$ cat src/rtl/fp4_pkg.sv
// Shared FP4 (E2M1) constants, operand word layout and job FSM encoding.
package fp4_pkg;

    // E2M1 encodings used by the streamer and its test environment.
    localparam logic [3:0] FP4_ZERO   = 4'b0000;
    localparam logic [3:0] FP4_ONE    = 4'b0010;
    localparam logic [3:0] FP4_ONE_P5 = 4'b0011;
    localparam logic [3:0] FP4_TWO    = 4'b0100;
    localparam logic [3:0] FP4_THREE  = 4'b0101;

    // Packed operand word: {a1, b1, a0, b0}.
    localparam int unsigned A1_MSB = 15;
    localparam int unsigned A1_LSB = 12;
    localparam int unsigned B1_MSB = 11;
    localparam int unsigned B1_LSB = 8;
    localparam int unsigned A0_MSB = 7;
    localparam int unsigned A0_LSB = 4;
    localparam int unsigned B0_MSB = 3;
    localparam int unsigned B0_LSB = 0;

    typedef enum logic [1:0] {
        IDLE   = 2'd0,
        CLEAR  = 2'd1,
        STREAM = 2'd2,
        DRAIN  = 2'd3
    } state_t;

endpackage

$ cat src/rtl/fp4_operand_fifo.sv
// DEPTH x WIDTH synchronous FIFO holding packed operand words.
// Pointers carry an extra wrap bit so full and empty are distinguishable.
module fp4_operand_fifo #(
    parameter int unsigned DEPTH = 4,
    parameter int unsigned WIDTH = 16
) (
    input  logic             clk,
    input  logic             rst,
    input  logic             i_push,
    input  logic             i_pop,
    input  logic [WIDTH-1:0] i_data,
    output logic [WIDTH-1:0] o_data,
    output logic             o_full,
    output logic             o_empty
);

    localparam int unsigned AW = $clog2(DEPTH);

    logic [AW:0]      r_wr_ptr;
    logic [AW:0]      r_rd_ptr;
    logic [WIDTH-1:0] r_mem [DEPTH];
    logic             w_push;
    logic             w_pop;

    // A push while full is dropped even if a pop happens in the same cycle.
    assign w_push  = i_push && !o_full;
    assign w_pop   = i_pop && !o_empty;
    assign o_empty = (r_wr_ptr == r_rd_ptr);
    assign o_full  = (r_wr_ptr[AW] != r_rd_ptr[AW]) &&
                     (r_wr_ptr[AW-1:0] == r_rd_ptr[AW-1:0]);
    assign o_data  = r_mem[r_rd_ptr[AW-1:0]];

    // Pointer update; reset discards all queued words.
    always_ff @(posedge clk or posedge rst) begin
        if (rst) begin
            r_wr_ptr <= '0;
            r_rd_ptr <= '0;
        end else begin
            if (w_push) r_wr_ptr <= r_wr_ptr + (AW+1)'(1);
            if (w_pop)  r_rd_ptr <= r_rd_ptr + (AW+1)'(1);
        end
    end

    // Storage write; contents need no reset since the pointers gate reads.
    always_ff @(posedge clk) begin
        if (w_push) r_mem[r_wr_ptr[AW-1:0]] <= i_data;
    end

endmodule

$ cat src/rtl/fp4_mac_streamer.sv
// Start/done job sequencer in front of the dual-lane FP4 MAC: buffers operand
// words, clears the MAC at job start, streams len words, waits for the MAC
// pipeline to drain and captures both lane results.
module fp4_mac_streamer
    import fp4_pkg::*;
#(
    parameter int unsigned DEPTH   = 4,
    parameter int unsigned LEN_W   = 8,
    parameter int unsigned MAC_LAT = 3
) (
    input  logic             clk,
    input  logic             rst,
    input  logic             start,
    input  logic [LEN_W-1:0] len,
    output logic             busy,
    input  logic             in_valid,
    output logic             in_ready,
    input  logic [15:0]      in_data,
    output logic [3:0]       a0,
    output logic [3:0]       b0,
    output logic [3:0]       a1,
    output logic [3:0]       b1,
    output logic             mac_clr,
    input  logic [3:0]       facc0_in,
    input  logic [3:0]       facc1_in,
    output logic [3:0]       res0,
    output logic [3:0]       res1,
    output logic             done
);

    localparam int unsigned DW = $clog2(MAC_LAT + 1);

    state_t           r_state;
    state_t           w_state_nxt;
    logic [LEN_W-1:0] r_len;
    logic [LEN_W-1:0] w_len_nxt;
    logic [LEN_W-1:0] r_cnt;
    logic [LEN_W-1:0] w_cnt_nxt;
    logic [LEN_W-1:0] w_cnt_inc;
    logic [DW-1:0]    r_drain;
    logic [DW-1:0]    w_drain_nxt;
    logic [15:0]      r_ops;
    logic [15:0]      w_ops_nxt;
    logic             r_mac_clr;
    logic             w_mac_clr_nxt;
    logic             r_done;
    logic [3:0]       r_res0;
    logic [3:0]       r_res1;
    logic             w_capture;
    logic             w_pop;
    logic             w_push;
    logic             w_full;
    logic             w_empty;
    logic [15:0]      w_fifo_data;

    assign w_push    = in_valid && !w_full;
    assign w_cnt_inc = r_cnt + LEN_W'(1);

    fp4_operand_fifo #(
        .DEPTH (DEPTH),
        .WIDTH (16)
    ) u_fifo (
        .clk     (clk),
        .rst     (rst),
        .i_push  (w_push),
        .i_pop   (w_pop),
        .i_data  (in_data),
        .o_data  (w_fifo_data),
        .o_full  (w_full),
        .o_empty (w_empty)
    );

    // Next-state and next-value logic; mac_clr and operands are produced here
    // as next values so the outputs themselves come straight from flops.
    always_comb begin
        w_state_nxt   = r_state;
        w_len_nxt     = r_len;
        w_cnt_nxt     = r_cnt;
        w_drain_nxt   = r_drain;
        w_ops_nxt     = {4{FP4_ZERO}};
        w_mac_clr_nxt = 1'b0;
        w_pop         = 1'b0;
        w_capture     = 1'b0;
        unique case (r_state)
            IDLE: begin
                if (start && (len != '0)) begin
                    w_len_nxt     = len;
                    w_cnt_nxt     = '0;
                    w_mac_clr_nxt = 1'b1;
                    w_state_nxt   = CLEAR;
                end
            end
            CLEAR: begin
                w_state_nxt = STREAM;
            end
            STREAM: begin
                if (!w_empty) begin
                    w_pop     = 1'b1;
                    w_ops_nxt = w_fifo_data;
                    w_cnt_nxt = w_cnt_inc;
                    if (w_cnt_inc == r_len) begin
                        w_drain_nxt = DW'(MAC_LAT);
                        w_state_nxt = DRAIN;
                    end
                end
            end
            DRAIN: begin
                if (r_drain == '0) begin
                    w_capture   = 1'b1;
                    w_state_nxt = IDLE;
                end else begin
                    w_drain_nxt = r_drain - DW'(1);
                end
            end
            default: w_state_nxt = IDLE;
        endcase
    end

    // State, counters and registered outputs.
    always_ff @(posedge clk or posedge rst) begin
        if (rst) begin
            r_state   <= IDLE;
            r_len     <= '0;
            r_cnt     <= '0;
            r_drain   <= '0;
            r_ops     <= {4{FP4_ZERO}};
            r_mac_clr <= 1'b0;
            r_done    <= 1'b0;
            r_res0    <= FP4_ZERO;
            r_res1    <= FP4_ZERO;
        end else begin
            r_state   <= w_state_nxt;
            r_len     <= w_len_nxt;
            r_cnt     <= w_cnt_nxt;
            r_drain   <= w_drain_nxt;
            r_ops     <= w_ops_nxt;
            r_mac_clr <= w_mac_clr_nxt;
            r_done    <= w_capture;
            if (w_capture) begin
                r_res0 <= facc0_in;
                r_res1 <= facc1_in;
            end
        end
    end

    assign busy     = (r_state != IDLE);
    assign in_ready = !w_full;
    assign mac_clr  = r_mac_clr;
    assign done     = r_done;
    assign res0     = r_res0;
    assign res1     = r_res1;
    assign a1       = r_ops[A1_MSB:A1_LSB];
    assign b1       = r_ops[B1_MSB:B1_LSB];
    assign a0       = r_ops[A0_MSB:A0_LSB];
    assign b0       = r_ops[B0_MSB:B0_LSB];

endmodule

$ cat config.mk
export PLATFORM = sky130hd
export DESIGN_NAME = fp4_mac_streamer
export DESIGN_NICKNAME = d
export VERILOG_FILES = /design/src/rtl/fp4_pkg.sv /design/src/rtl/fp4_operand_fifo.sv /design/src/rtl/fp4_mac_streamer.sv
export SDC_FILE = /design/constraint.sdc
export NUM_CORES = 1
export LEC_CHECK = 0
export CAP_MARGIN = 20
export CORE_ASPECT_RATIO = 2
export CORE_MARGIN = 1
export CORE_UTILIZATION = 54
export DETAILED_ROUTE_END_ITERATION = 6
export GPL_TIMING_DRIVEN = 0
export PLACE_DENSITY = 0.82
export SLEW_MARGIN = 20
export SYNTH_ARGS = -nofsm -noshare
export SYNTH_HDL_FRONTEND = slang
export SYNTH_SLANG_ARGS = --single-unit
$ cat constraint.sdc
create_clock -name clk -period 3 [get_ports clk]
set_clock_uncertainty 0.2 [all_clocks]
set_input_delay 0.45 -clock clk [delete_from_list [all_inputs] [get_ports clk]]
set_output_delay 0.45 -clock clk [all_outputs]
set_load 0.005 [all_outputs]
==> key figures <==
Drt
  – Vias post-DR: 2,709
  – WL final: 8558 um
  – Iteration count of the initial detailed-routing pass: 4
  – WL/cell: 17.39 um
  – Routed vias/inst: 5.506
  – DRC errors left: 0
  – Post-DRT Antenna Nets: 0
  – Starting DRT DRC Count: 201

Yosys
  – Synthesis warning total: 0
  – Area fraction of the dominant cell type after synthesis: 40.35%
  – Post-synth cell types: 41
  – Sequential area share after synthesis: 67.66%
  – Yosys reg bits: 116
  – Area leader, netlist: edfxtp_1
  – Post-synth EDFFs: 64
  – Most frequent cell after synthesis: edfxtp_1
  – Synth Instances: 296
  – Mapped Nets: 343
  – Avg Inst Size Synth: 16.09 um2
  – Top FF cell, synth: edfxtp_1
  – Most frequent cells after synthesis: edfxtp_1 (64), dfrtp_1 (52), nor2b_1 (18)
  – Async SR Flop Fraction: 44.83%
  – Synth top area cells: edfxtp_1 (40%), dfrtp_1 (27%), mux4_2 (7.1%), mux2_2 (4.0%), ha_1 (2.9%)
  – Area of the mapped netlist: 4763 um2

Critical path
  – Crit end category: output port
  – Setup crit end: in_ready
  – CP Data Required Time: 2.35 ns
  – Startpoint Class: flop
  – FF-to-FF path depth: 8
  – Critical Path Start: u_fifo.r_rd_ptr[1]$_DFFE_PP0P_
  – RR Startpoint: r_cnt[0]$_DFFE_PP0P_
  – R2R Path End: r_state[1]$_DFFE_PP0P_
  – CP Class: flop to output port
  – R2r setup slk: 0.42 ns
  – Crit path DAT: 1.94 ns
  – Maximum fanout along the worst path: 9

Power and ir drop
  – Net load switching power: 1.837 mW
  – Leakage power: 2.402 nW
  – Sw Ratio: 29.05%
  – Overall power: 6.324 mW
  – Max VDD drop: 0.6227 mV
  – Logic pwr share: 32.6%
  – Share of power burned in registers: 38.8%
  – Pwr dens: 1040 nW/um2
  – P_int: 4.487 mW
  – Clock power share: 28.6%

Global route
  – Vias in the first global route: 2,839
  – Largest net degree at the start of global routing: 36
  – Overflow after GRT: 0
  – Initial antenna violation count: 0
  – GR Util All Layers: 21.08%
  – Global-route wire length before repair: 13,350 um

Worst hold path
  – HP Class: input port to asynchronous set/reset pin

STA
  – RSZ-0062 raised after global routing: no
  – Tcrit/Tclk final: 86.35%
  – Highest Clock Rate: 386.0 MHz
  – Max Slew Vio Count: 0
  – Final hold viol count: 0
  – Slew margin rel.: 39.49%
  – Worst slew pin tran: 0.9076 ns
  – Hold_ws: 0.1616 ns
  – Min Tclk post-route: 2.590 ns
  – # setup viols final: 0
  – TNS Setup: 0 ns

Cells and area
  – Fillers: 565
  – Sequential cell area: 3223 um2
  – Ant. Diodes: 0
  – Nets: 426
  – Layout area overhead: 27.63%
  – Share of layout cells above drive strength 1: 18.62%
  – Footprint of the multi-input gates: 1450 um2

Clocking
  – CTS Hold Bufs: 0
  – Clk Tree Root Cell: clkbuf_16
  – Clk buf depth: 2
  – Post-CTS Setup Inserts: 0
  – # resized after CTS: 0
  – CTS tree: yes
  – H-tree depth: 4
  – Clock slew at reported path FFs: 0.05 ns
  – CTS Buf Count: 17
  – CTS Sinks: 116
  – Clock Latency Late Sink: 0.40 ns

Floorplan
  – Area of the die: 9223 um2
  – Starting Density: 55.46%
  – Die X-Extent: 68.41 um
  – CORE AREA: 8588 um2
  – IO Count: 64
  – Die Y: 134.8 um
  – Rows: 48

Job
  – Max Cap Violations: 0

Outcome
  – Status: complete, no violations

Placed design
  – Placer Congestion: 0.8965
  – Port buffer count: 63
  – HPWL Detailed: 5929 um
## metal layers
metal	vias to the layer above	share of wire [%]	track usage (%)
met2	69	58	35.89
met3	22	3.9	7.179
met1	1368	36	21.45
met4	0	2.7	11.81
li1	1250	-	-
met5	-	0	0
## critical path, cell delays in order (launching register included)
cell	delay [ns]
dfrtp_1	0.38
buf_4	0.18
xor2_1	0.20
nor2_1	0.07
nand2_1	0.17
clkdlybuf4s50_1	0.54
## sequential cells by signal, indices dropped and copies added (netlist names), 2 cells and up
signal and cells:
res0 4, res1 4, u_fifo.r_mem 64, r_drain 2, r_ops 16, u_fifo.r_wr_ptr 3, r_cnt 8, r_state 2
r_len 8, u_fifo.r_rd_ptr 3
## worst min-delay path by stage
stage | start | end | slack (ns) | cells past startpoint
6_report | rst | r_ops[8]$_DFF_PP0_ | 0.16 | 2
5_1_grt | rst | res0[1]$_DFFE_PP0P_ | 0.20 | 2
4_1_cts | rst | r_ops[8]$_DFF_PP0_ | 0.16 | 2
3_5_place_dp | u_fifo.r_rd_ptr[2]$_DFFE_PP0P_ | u_fifo.r_rd_ptr[2]$_DFFE_PP0P_ | 0.28 | 1
3_3_place_gp | u_fifo.r_wr_ptr[2]$_DFFE_PP0P_ | u_fifo.r_wr_ptr[2]$_DFFE_PP0P_ | 0.27 | 1
2_1_floorplan | u_fifo.r_rd_ptr[2]$_DFFE_PP0P_ | u_fifo.r_rd_ptr[2]$_DFFE_PP0P_ | 0.26 | 1
## final cells by class
class / count / share of cell area [%]
clock inverter: 4 / 0.3704
sequential: 116 / 53.02
inverter: 12 / 0.7409
timing repair buffer: 64 / 10.70
tap: 100 / 2.058
multi-input combinational: 160 / 23.85
clock buffer: 28 / 8.520
buffer: 8 / 0.7409
## cells in the final DEF, fill, tap and decap left out, types with 2 or more instances in the layout
cell              n
a21oi_1           4
and3_1            4
and4_4            2
buf_2             3
clkbuf_1         10
clkbuf_16        18
clkbuf_8          3
clkdlybuf4s50_1  63
clkinv_2          3
dfrtp_1          52
edfxtp_1         64
ha_1             11
inv_1            11
mux2_2           17
mux4_2           15
nand2_1          13
nand2b_1          7
nand3_1           4
nor2_1           10
nor2b_1          18
nor3_1            3
nor4_1            2
o21ai_0          14
o31ai_1           2
xnor2_1           7
xor2_1           10
## kinds of logic after synthesis
family / after synthesis / synth area share, %
DFF: 116 / 67.66
and+or+nand+nor: 69 / 8.222
muxes: 35 / 12.19
AOI/OAI and AO/OA: 27 / 3.678
buffers and inverters: 20 / 1.891
xor gates and xnor gates: 18 / 3.467
adders and majority gates: 11 / 2.889
## stage by stage
step	instances	worst slack, ns	instance area, um2	utilization (%)
after floorplan	296	0.7192	4763	-
after global placement	459	0.1297	5519	64.26
after detailed placement	460	0.2234	5539	64.50
after CTS	492	0.4063	6080	70.79
after global routing	492	0.3062	6080	70.79
final	492	0.4095	6080	70.79
## power by group through the flow
stage,sequential [mW],combinational (mW),clock [mW]
2_1_floorplan,2.44,1.30,0
3_3_place_gp,2.45,2.01,0
6_report,2.46,2.06,1.81
5_1_grt,2.50,2.25,1.91
4_1_cts,2.46,2.10,1.83
3_5_place_dp,2.48,2.08,0
(Power assumes the default switching activity.)
